===== src/rtl/stride_transpose_rd.sv =====
// N x N tile transposer: rows arrive as N parallel lanes, columns leave as N parallel lanes.
// Two register banks ping-pong so that consecutive tiles stream without bubbles.
module stride_transpose_rd #(
    parameter int WIDTH = 32,
    parameter int N     = 4,
    parameter int LOG2N = 2
) (
    input  logic                 clk,
    input  logic                 rst,
    input  logic [N*WIDTH-1:0]   data_in,
    input  logic                 ctrl_in,
    output logic [N*WIDTH-1:0]   data_out,
    output logic                 ctrl_out,
    output logic                 valid_out,
    output logic [LOG2N-1:0]     addr,
    output logic                 blk_err
);
    localparam logic [LOG2N-1:0] ROW_ZERO = LOG2N'(0);
    localparam logic [LOG2N-1:0] ROW_ONE  = LOG2N'(1);
    localparam logic [LOG2N-1:0] ROW_LAST = LOG2N'(N - 1);

    typedef enum logic {IDLE = 1'b0, FILL = 1'b1} wr_state_t;
    typedef enum logic {RIDLE = 1'b0, READ = 1'b1} rd_state_t;

    wr_state_t          wr_state_r;
    rd_state_t          rd_state_r;
    logic [LOG2N-1:0]   wr_cnt_r;
    logic [LOG2N-1:0]   rd_cnt_r;
    logic               wr_bank_r;
    logic               rd_bank_r;
    logic [1:0]         full_r;
    logic               abort_r;
    logic [N*WIDTH-1:0] mem_r [2][N];

    logic               wr_en_s;
    logic               wr_last_s;
    logic               abort_s;
    logic [LOG2N-1:0]   wr_row_s;
    logic               rd_go_s;
    logic               rd_last_s;
    logic [1:0]         full_set_s;
    logic [1:0]         full_clr_s;
    logic [N*WIDTH-1:0] col_s;

    // Write-side decode: a start or abort always lands in row 0 of the current bank.
    always_comb begin
        wr_en_s    = 1'b0;
        abort_s    = 1'b0;
        wr_last_s  = 1'b0;
        wr_row_s   = wr_cnt_r;
        case (wr_state_r)
            IDLE: begin
                if (ctrl_in) begin
                    wr_en_s  = 1'b1;
                    wr_row_s = ROW_ZERO;
                end else begin
                    wr_en_s  = 1'b0;
                end
            end
            FILL: begin
                wr_en_s = 1'b1;
                if (ctrl_in) begin
                    abort_s  = 1'b1;
                    wr_row_s = ROW_ZERO;
                end else begin
                    wr_last_s = (wr_cnt_r == ROW_LAST);
                end
            end
            default: begin
                wr_en_s = 1'b0;
            end
        endcase
        full_set_s = wr_last_s ? {wr_bank_r, ~wr_bank_r} : 2'b00;
    end

    // Read-side decode: a full bank is consumed as soon as it is seen, even from RIDLE.
    always_comb begin
        rd_go_s    = (rd_state_r == READ) || full_r[rd_bank_r];
        rd_last_s  = rd_go_s && (rd_cnt_r == ROW_LAST);
        full_clr_s = rd_last_s ? {rd_bank_r, ~rd_bank_r} : 2'b00;
    end

    for (genvar j = 0; j < N; j++) begin : g_col
        assign col_s[j*WIDTH +: WIDTH] = mem_r[rd_bank_r][j][rd_cnt_r*WIDTH +: WIDTH];
    end

    // Tile storage; left unreset because reads are gated by the full flags.
    always_ff @(posedge clk) begin
        if (wr_en_s) begin
            mem_r[wr_bank_r][wr_row_s] <= data_in;
        end else begin
            mem_r[wr_bank_r][wr_row_s] <= mem_r[wr_bank_r][wr_row_s];
        end
    end

    // Write FSM, bank-full flags and the delayed abort pulse.
    always_ff @(posedge clk or negedge rst) begin
        if (!rst) begin
            wr_state_r <= IDLE;
            wr_cnt_r   <= ROW_ZERO;
            wr_bank_r  <= 1'b0;
            full_r     <= 2'b00;
            abort_r    <= 1'b0;
            blk_err    <= 1'b0;
        end else begin
            full_r  <= (full_r & ~full_clr_s) | full_set_s;
            abort_r <= abort_s;
            blk_err <= abort_r;
            case (wr_state_r)
                IDLE: begin
                    if (ctrl_in) begin
                        wr_cnt_r   <= ROW_ONE;
                        wr_state_r <= FILL;
                    end else begin
                        wr_cnt_r   <= ROW_ZERO;
                        wr_state_r <= IDLE;
                    end
                end
                FILL: begin
                    if (ctrl_in) begin
                        wr_cnt_r   <= ROW_ONE;
                        wr_state_r <= FILL;
                    end else if (wr_last_s) begin
                        wr_cnt_r   <= ROW_ZERO;
                        wr_bank_r  <= ~wr_bank_r;
                        wr_state_r <= IDLE;
                    end else begin
                        wr_cnt_r   <= wr_cnt_r + ROW_ONE;
                        wr_state_r <= FILL;
                    end
                end
                default: begin
                    wr_cnt_r   <= ROW_ZERO;
                    wr_state_r <= IDLE;
                end
            endcase
        end
    end

    // Read FSM with registered outputs; everything is forced to zero outside a tile.
    always_ff @(posedge clk or negedge rst) begin
        if (!rst) begin
            rd_state_r <= RIDLE;
            rd_cnt_r   <= ROW_ZERO;
            rd_bank_r  <= 1'b0;
            valid_out  <= 1'b0;
            ctrl_out   <= 1'b0;
            addr       <= ROW_ZERO;
            data_out   <= '0;
        end else if (rd_go_s) begin
            valid_out <= 1'b1;
            ctrl_out  <= (rd_cnt_r == ROW_ZERO);
            addr      <= rd_cnt_r;
            data_out  <= col_s;
            rd_cnt_r  <= rd_cnt_r + ROW_ONE;
            if (rd_last_s) begin
                rd_bank_r  <= ~rd_bank_r;
                rd_state_r <= full_r[~rd_bank_r] ? READ : RIDLE;
            end else begin
                rd_state_r <= READ;
            end
        end else begin
            rd_state_r <= RIDLE;
            rd_cnt_r   <= ROW_ZERO;
            valid_out  <= 1'b0;
            ctrl_out   <= 1'b0;
            addr       <= ROW_ZERO;
            data_out   <= '0;
        end
    end
endmodule

===== config.mk =====
export PLATFORM = sky130hd
export DESIGN_NAME = stride_transpose_rd
export DESIGN_NICKNAME = d
export VERILOG_FILES = /design/src/rtl/stride_transpose_rd.sv
export SDC_FILE = /design/constraint.sdc
export NUM_CORES = 2
export LEC_CHECK = 0
export CAP_MARGIN = 25
export CORE_MARGIN = 3
export CORE_UTILIZATION = 30
export DETAILED_ROUTE_END_ITERATION = 8
export GPL_ROUTABILITY_DRIVEN = 0
export PLACE_DENSITY_LB_ADDON = 0.12
export SETUP_SLACK_MARGIN = 0.3
export SLEW_MARGIN = 30
export SYNTH_ARGS = -nofsm -noshare
export SYNTH_HDL_FRONTEND = slang
export SYNTH_SLANG_ARGS = --single-unit

===== constraint.sdc =====
create_clock -name clk -period 7.96 [get_ports clk]
set_input_delay 1.99 -clock clk [delete_from_list [all_inputs] [get_ports clk]]
set_output_delay 1.99 -clock clk [all_outputs]
set_load 0.05 [all_outputs]

# After elaboration in Yosys (flattened, before gate mapping)
# Memory sizes are Yosys's and may differ from the RTL's.
# Cells that the tools add are included.
# totals
reg_bits,144
ram_bits,1024
input_bits,131
output_inout_bits,133
word_cells,1099
mem_count,1
# memory_table
memory,depth,word_bits,read_ports,rd_ports_with_merged_regs,write_ports,line_no,source
mem_r,2,512,2,0,1,33,logic [N*WIDTH-1:0] mem_r [2][N];
# op_classes
n_addsub,2
n_lt_le_gt_ge,4
n_eq_ne,2
shift,4
muxes,547
bitwise_logic,520
n_reduce_logical,6
# ops
op,count
$mux W512,2
$mux W1,529
$mux W128,4
$or A1 B1 Y1,512
$shiftx A128 B8 Y32,4
$bmux W128 S2,1
$demux W128 S2,1
$mux W2,7
$add A2 B1 Y2 const B,2
$eq A2 B2 Y1 const B,2
$lt A1 B2 Y1 const B,2
$not A1 Y1,4
$pmux W1 S2,2
$pmux W2 S2,1
$ge A3 B3 Y1 const B,1
$lt A3 B1 Y1 const B,1
$not A2 Y3,1
$reduce_and A3 Y1,1
$and A2 B2 Y2,1
$logic_and A1 B1 Y1,2
$logic_not A2 Y1,1
$not A2 Y2,1
$or A2 B2 Y2,1
$reduce_and A2 Y1,1
$logic_or A1 B1 Y1,1

# Longest topological paths before layout
# logic_depth
word_depth,8
depth_mapped,7
depth_no_buf,4

# Worst setup path before layout
# OpenSTA, ideal clock, no wires.
# synth_timing
path_kind,input port to flip-flop
startpoint,in ctrl_in
endpoint,mem mem_r[0][128] (netlist name) (enable)
setup_time_ns,0.616
arrival_ns,8.269
required_time_ns,7.344
slack_ns,-0.925
path_stages,6
cell_sequence,buf_2 or3b_1 clkbuf_1 buf_2 buf_2 nor2_1
# synth_between
elab_chain_cells,8
# synth_lines
item,line_no,source
"start, declared",11,"input logic ctrl_in,"
$mux W2,"53, 62",
$not A2 Y3 (not written as such),"90, 92",
$ge A3 B3 Y1 (not written as such) or $lt A3 B1 Y1 (tied branches),"90, 92",
$logic_and A1 B1 Y1 (not written as such),"90, 92",
$mux W128 (not written as such),"90, 92",
$demux W128 S2,"90, 92",
$mux W512 (on tied branches),"90, 92",
$or A1 B1 Y1 (no source line) *,--,
"end, declared",33,
# Every way passes the cells marked *; elsewhere a longest branch is shown, timed or not.

# Worst setup path after layout
# layout_timing
startpoint,in ctrl_in
endpoint,"mem mem_r[0][441] (netlist name), data pin"
# layout_between
elab_chain_cells,8
# layout_lines
item,line_no,source
$mux W2,"53, 62",
$not A2 Y3 (not written as such),92,mem_r[wr_bank_r][wr_row_s] <= mem_r[wr_bank_r][wr_row_s];
$ge A3 B3 Y1 (not written as such) or $lt A3 B1 Y1 (tied branches),92,
$logic_and A1 B1 Y1 (not written as such),92,
$mux W128 (not written as such),92,
$demux W128 S2,92,
$mux W512 (not written as such),92,
$mux W1 (no source line) *,--,
# Every way passes the cells marked *; elsewhere a longest branch is shown, timed or not. The select of a mux whose other input is x is not followed.

==> results.py <==
metrics = {
    "pwr": {
        "power.static_leakage_nw": 22.63,
        "worst_ir_drop_vdd_v": 0.0002841,
        "p_total_mw": 25.20,
        "power_per_cell_area_mw_per_mm2": 390.2,
    },
    "layout": {
        "finalNonFillerCells": 6234,
        "fraction_of_layout_instances_using_a_drive_strength_above_1_pct": 16.73,
        "num-nets-final": 3883,
        "fin_util_pct": 35.65,
        "area_of_the_multi_input_gates_mm2": 0.01920,
        "seq_area_mm2": 0.03436,
        "fill_cells": 17299,
        "layout.cells.most_common": "sky130_fd_sc_hd__edfxtp_1",
        "layout-area-overhead-vs-synth_pct": 17.78,
        "most-common-layout-cells": "1024 x sky130_fd_sc_hd__edfxtp_1, 513 x sky130_fd_sc_hd__mux2i_1, 262 x sky130_fd_sc_hd__clkdlybuf4s50_1",
    },
    "critical_path": {
        "crit_path_cell_trace": "clkdlybuf4s50_1, or3b_4, buf_4, buf_4, o22a_1, a21oi_1",
        "worst_ep_arrival_time_ns": 5.37,
        "timing.rr.start": "wr_cnt_r[1]",
        "crit_path_max_incr_delay_ns": 0.78,
        "type_of_origin_of_the_critical_path": "input port",
        "crit_slowest_cell": "sky130_fd_sc_hd__or3b_4",
        "ff2ff_path_depth": 5,
        "path_length_in_cells_of_the_critical_path": 6,
        "critical-path-top-cell-by-count": "sky130_fd_sc_hd__buf_4",
        "timing.reg2reg.setup_slack_ns": 4.39,
        "critPathLaunch": "ctrl_in",
        "endpoint_kind": "register",
        "critical-path-top-delay-family": "buffers and inverters",
        "critical_path.n_buffers_inverters": 3,
        "cp_max_fo": 52,
        "critical_path_required_ns": 8.43,
        "critPathCapture": "mem_r[0][441]",
        "worst_r2r_endpoint": "mem_r[0][441]",
        "timing_worst_setup_path_type": "input port to register",
    },
    "timing": {
        "final-setup-viol-count": 0,
        "rsz0062_at_grt": "false",
        "finalWorstPathRequiredPeriod_ns": 4.900,
        "max_slew.worst_pin.slew_ns": 1.267,
        "slew_headroom_pct": 15.51,
        "fin_skew_ns": 0.02538,
        "final-hold-violation-count": 0,
        "timing_max_transition_violations_final": 0,
        "final.hold.worst_slack_ns": 0.3485,
        "final.period_utilization_pct": 61.56,
        "fmaxAchievable_mhz": 204.1,
        "final.setup.tns_ns": 0,
    },
    "route": {
        "initial_drc_count": 2602,
        "drt-total-wl_um": 172500,
        "route.detailed.wl_per_inst_um": 27.67,
        "route.detailed.drc": 0,
        "detail_route.vias_per_cell": 5.257,
        "drtAntennaViolNets": 0,
        "num_vias": 32772,
        "dr.pass1.iters": 5,
    },
    "grt": {
        "first_global_vias": 33766,
        "antenna_violations_before_repair": 17,
        "grt_first_pass_wirelength_um": 247900,
        "grt.overflow.total": 0,
        "global_route.usage.total_pct": 18.19,
        "largest_net_degree_at_the_start_of_global_routing": 173,
    },
    "logic_synthesis": {
        "ys_seq_elements": 1168,
        "post_synthesis_mux_area_share_pct": 19.90,
        "yosysUniqueCellTypes": 31,
        "synth-compound-area-share_pct": 10.96,
        "synth_xor_area_share_pct": 0.03195,
        "synth_simple_gate_area_share_pct": 3.800,
        "synth-adder-area-share_pct": 0.06846,
        "netlist_area_mm2": 0.05483,
        "syn_inst": 3586,
        "synth_area_per_cell_um2": 15.29,
        "largest_family_of_logic_cells_by_synthesized_area": "multiplexers",
        "synthesis_warnings": 0,
        "synth_sequential_area_ratio_pct": 62.66,
        "postSynthNetCount": 3720,
    },
    "status": {
        "run_status": "completed",
    },
    "floorplanning": {
        "fp.dieW_um": 433.5,
        "num_io_pins": 264,
        "die_y_um": 433.5,
        "area_of_the_die_mm2": 0.1879,
        "core_area_mm2": 0.1811,
        "initial_utilization_pct": 30.27,
        "std_cell_rows": 156,
    },
    "flow_run": {
        "max_cap_violations": 0,
    },
    "clock_tree": {
        "clock-root-buffer": "sky130_fd_sc_hd__clkbuf_16",
        "cts.reportedPaths.clkPinSlew_ns": 0.06,
        "ctsLongestPathBuffers": 3,
        "post-cts-setup-buffer-count": 0,
        "cts.sink_count": 1168,
        "cts-buffers-inserted": 143,
        "cts_resized": 0,
        "cts_stage_hold_buffer_count": 0,
        "cts_tree": "built",
        "worstSkewPairLatency_ns": 0.78,
        "htreeDepth": 4,
    },
    "min_path": {
        "min_path_type": "register to register",
    },
    "placed_design": {
        "place.port_buffers": 263,
        "dpl.hpwl_um": 105800,
        "dp.cells": 5974,
    },
}
## routing by layer
metal	part of all wire (%)	vias up	track usage [%]	wire length, um
met5	0	-	0	0
met4	1.8	0	4.258	3103
met3	5.3	165	3.212	9203
met2	44	911	26.77	75490
met1	49	17076	27.69	84720
li1	-	14620	-	-
## worst min-delay path by stage
stage	from	endpoint	slack, ns	depth (start not counted)
2_1_floorplan	abort_r	blk_err	0.33	0
3_3_place_gp	abort_r	blk_err	0.33	0
3_5_place_dp	abort_r	blk_err	0.34	0
4_1_cts	abort_r	blk_err	0.35	0
5_1_grt	abort_r	blk_err	0.35	0
6_report	abort_r	blk_err	0.35	0
## cell usage after synthesis
cell                        number  area share [%]
sky130_fd_sc_hd__or3b_1          1           0.016
sky130_fd_sc_hd__or4b_1          1           0.018
sky130_fd_sc_hd__buf_1          19            0.13
sky130_fd_sc_hd__dfrtp_1       144             6.6
sky130_fd_sc_hd__nor4_2          1           0.023
sky130_fd_sc_hd__a22o_1        128             2.0
sky130_fd_sc_hd__o22ai_1         1           0.011
sky130_fd_sc_hd__o21ba_2         1           0.018
sky130_fd_sc_hd__nand2b_1        1           0.011
sky130_fd_sc_hd__o31ai_2       100             2.3
sky130_fd_sc_hd__nor4b_2         1           0.027
sky130_fd_sc_hd__mux2_2          1           0.021
sky130_fd_sc_hd__a21oi_1       259             2.4
sky130_fd_sc_hd__o21ai_0         5           0.046
sky130_fd_sc_hd__o221ai_1        1           0.016
sky130_fd_sc_hd__o22a_1        128             2.0
sky130_fd_sc_hd__o31ai_1       156             2.1
sky130_fd_sc_hd__mux4_2        256              11
sky130_fd_sc_hd__mux2i_1       513             9.4
sky130_fd_sc_hd__xnor2_1         2           0.032
sky130_fd_sc_hd__and2_1          2           0.023
sky130_fd_sc_hd__nor2b_1         4           0.046
sky130_fd_sc_hd__nor2_1        268             1.8
sky130_fd_sc_hd__inv_1           8           0.055
sky130_fd_sc_hd__buf_6          12            0.25
sky130_fd_sc_hd__buf_2          85            0.78
sky130_fd_sc_hd__ha_1            3           0.068
sky130_fd_sc_hd__nand2_1       260             1.8
sky130_fd_sc_hd__nand4bb_1       1           0.021
sky130_fd_sc_hd__edfxtp_1     1024              56
sky130_fd_sc_hd__clkbuf_1      200             1.4
## kinds of logic (layout without fill, tap and decap cells)
logic type,Yosys count,after routing
buf+inv,324,600
flops,1168,1168
fa+ha+maj,3,3
other cells,0,2
simple gates,540,540
mux,770,770
xor+xnor,2,2
compound gates,779,779
## power by group
group / switching, mW / internal (mW) / leakage (nW)
Sequential: 0.689 / 8.21 / 11.2
Combinational: 6.13 / 3.81 / 9.20
Clock: 2.59 / 3.76 / 2.21
Total: 9.41 / 15.8 / 22.6
## worst register-to-register path, stage by stage, from the launching register on
cell	delay, ns
sky130_fd_sc_hd__dfrtp_1	0.54
sky130_fd_sc_hd__or3b_4	0.88
sky130_fd_sc_hd__buf_4	0.66
sky130_fd_sc_hd__buf_4	0.76
sky130_fd_sc_hd__o22a_1	0.34
sky130_fd_sc_hd__a21oi_1	0.08
## sequential cells by signal, indices dropped and copies added (netlist names), 2 cells and up
| name | count |
|---|---|
| mem_r | 1024 |
| data_out | 128 |
| full_r | 2 |
| addr | 2 |
| wr_cnt_r | 2 |
| rd_cnt_r | 2 |
## cell type report
type | count | share of cell area (%)
clock buffers | 213 | 6.313
clock inverters | 45 | 0.6743
repair buffers | 334 | 5.408
diodes | 2 | 0.007751
flip-flops and latches | 1168 | 53.22
well taps | 2370 | 4.592
inverters | 8 | 0.04650
multi-input cells | 2094 | 29.74
## metrics by stage
step | instance area, um^2 | worst slack, ns
final | 64570 | 3.060
after global routing | 64570 | 2.922
after CTS | 64560 | 3.091
after detailed placement | 60050 | 2.248
after global placement | 59880 | 2.227
after floorplan | 54840 | -0.9254
No activity file was read; power rests on OpenSTA's default activity.
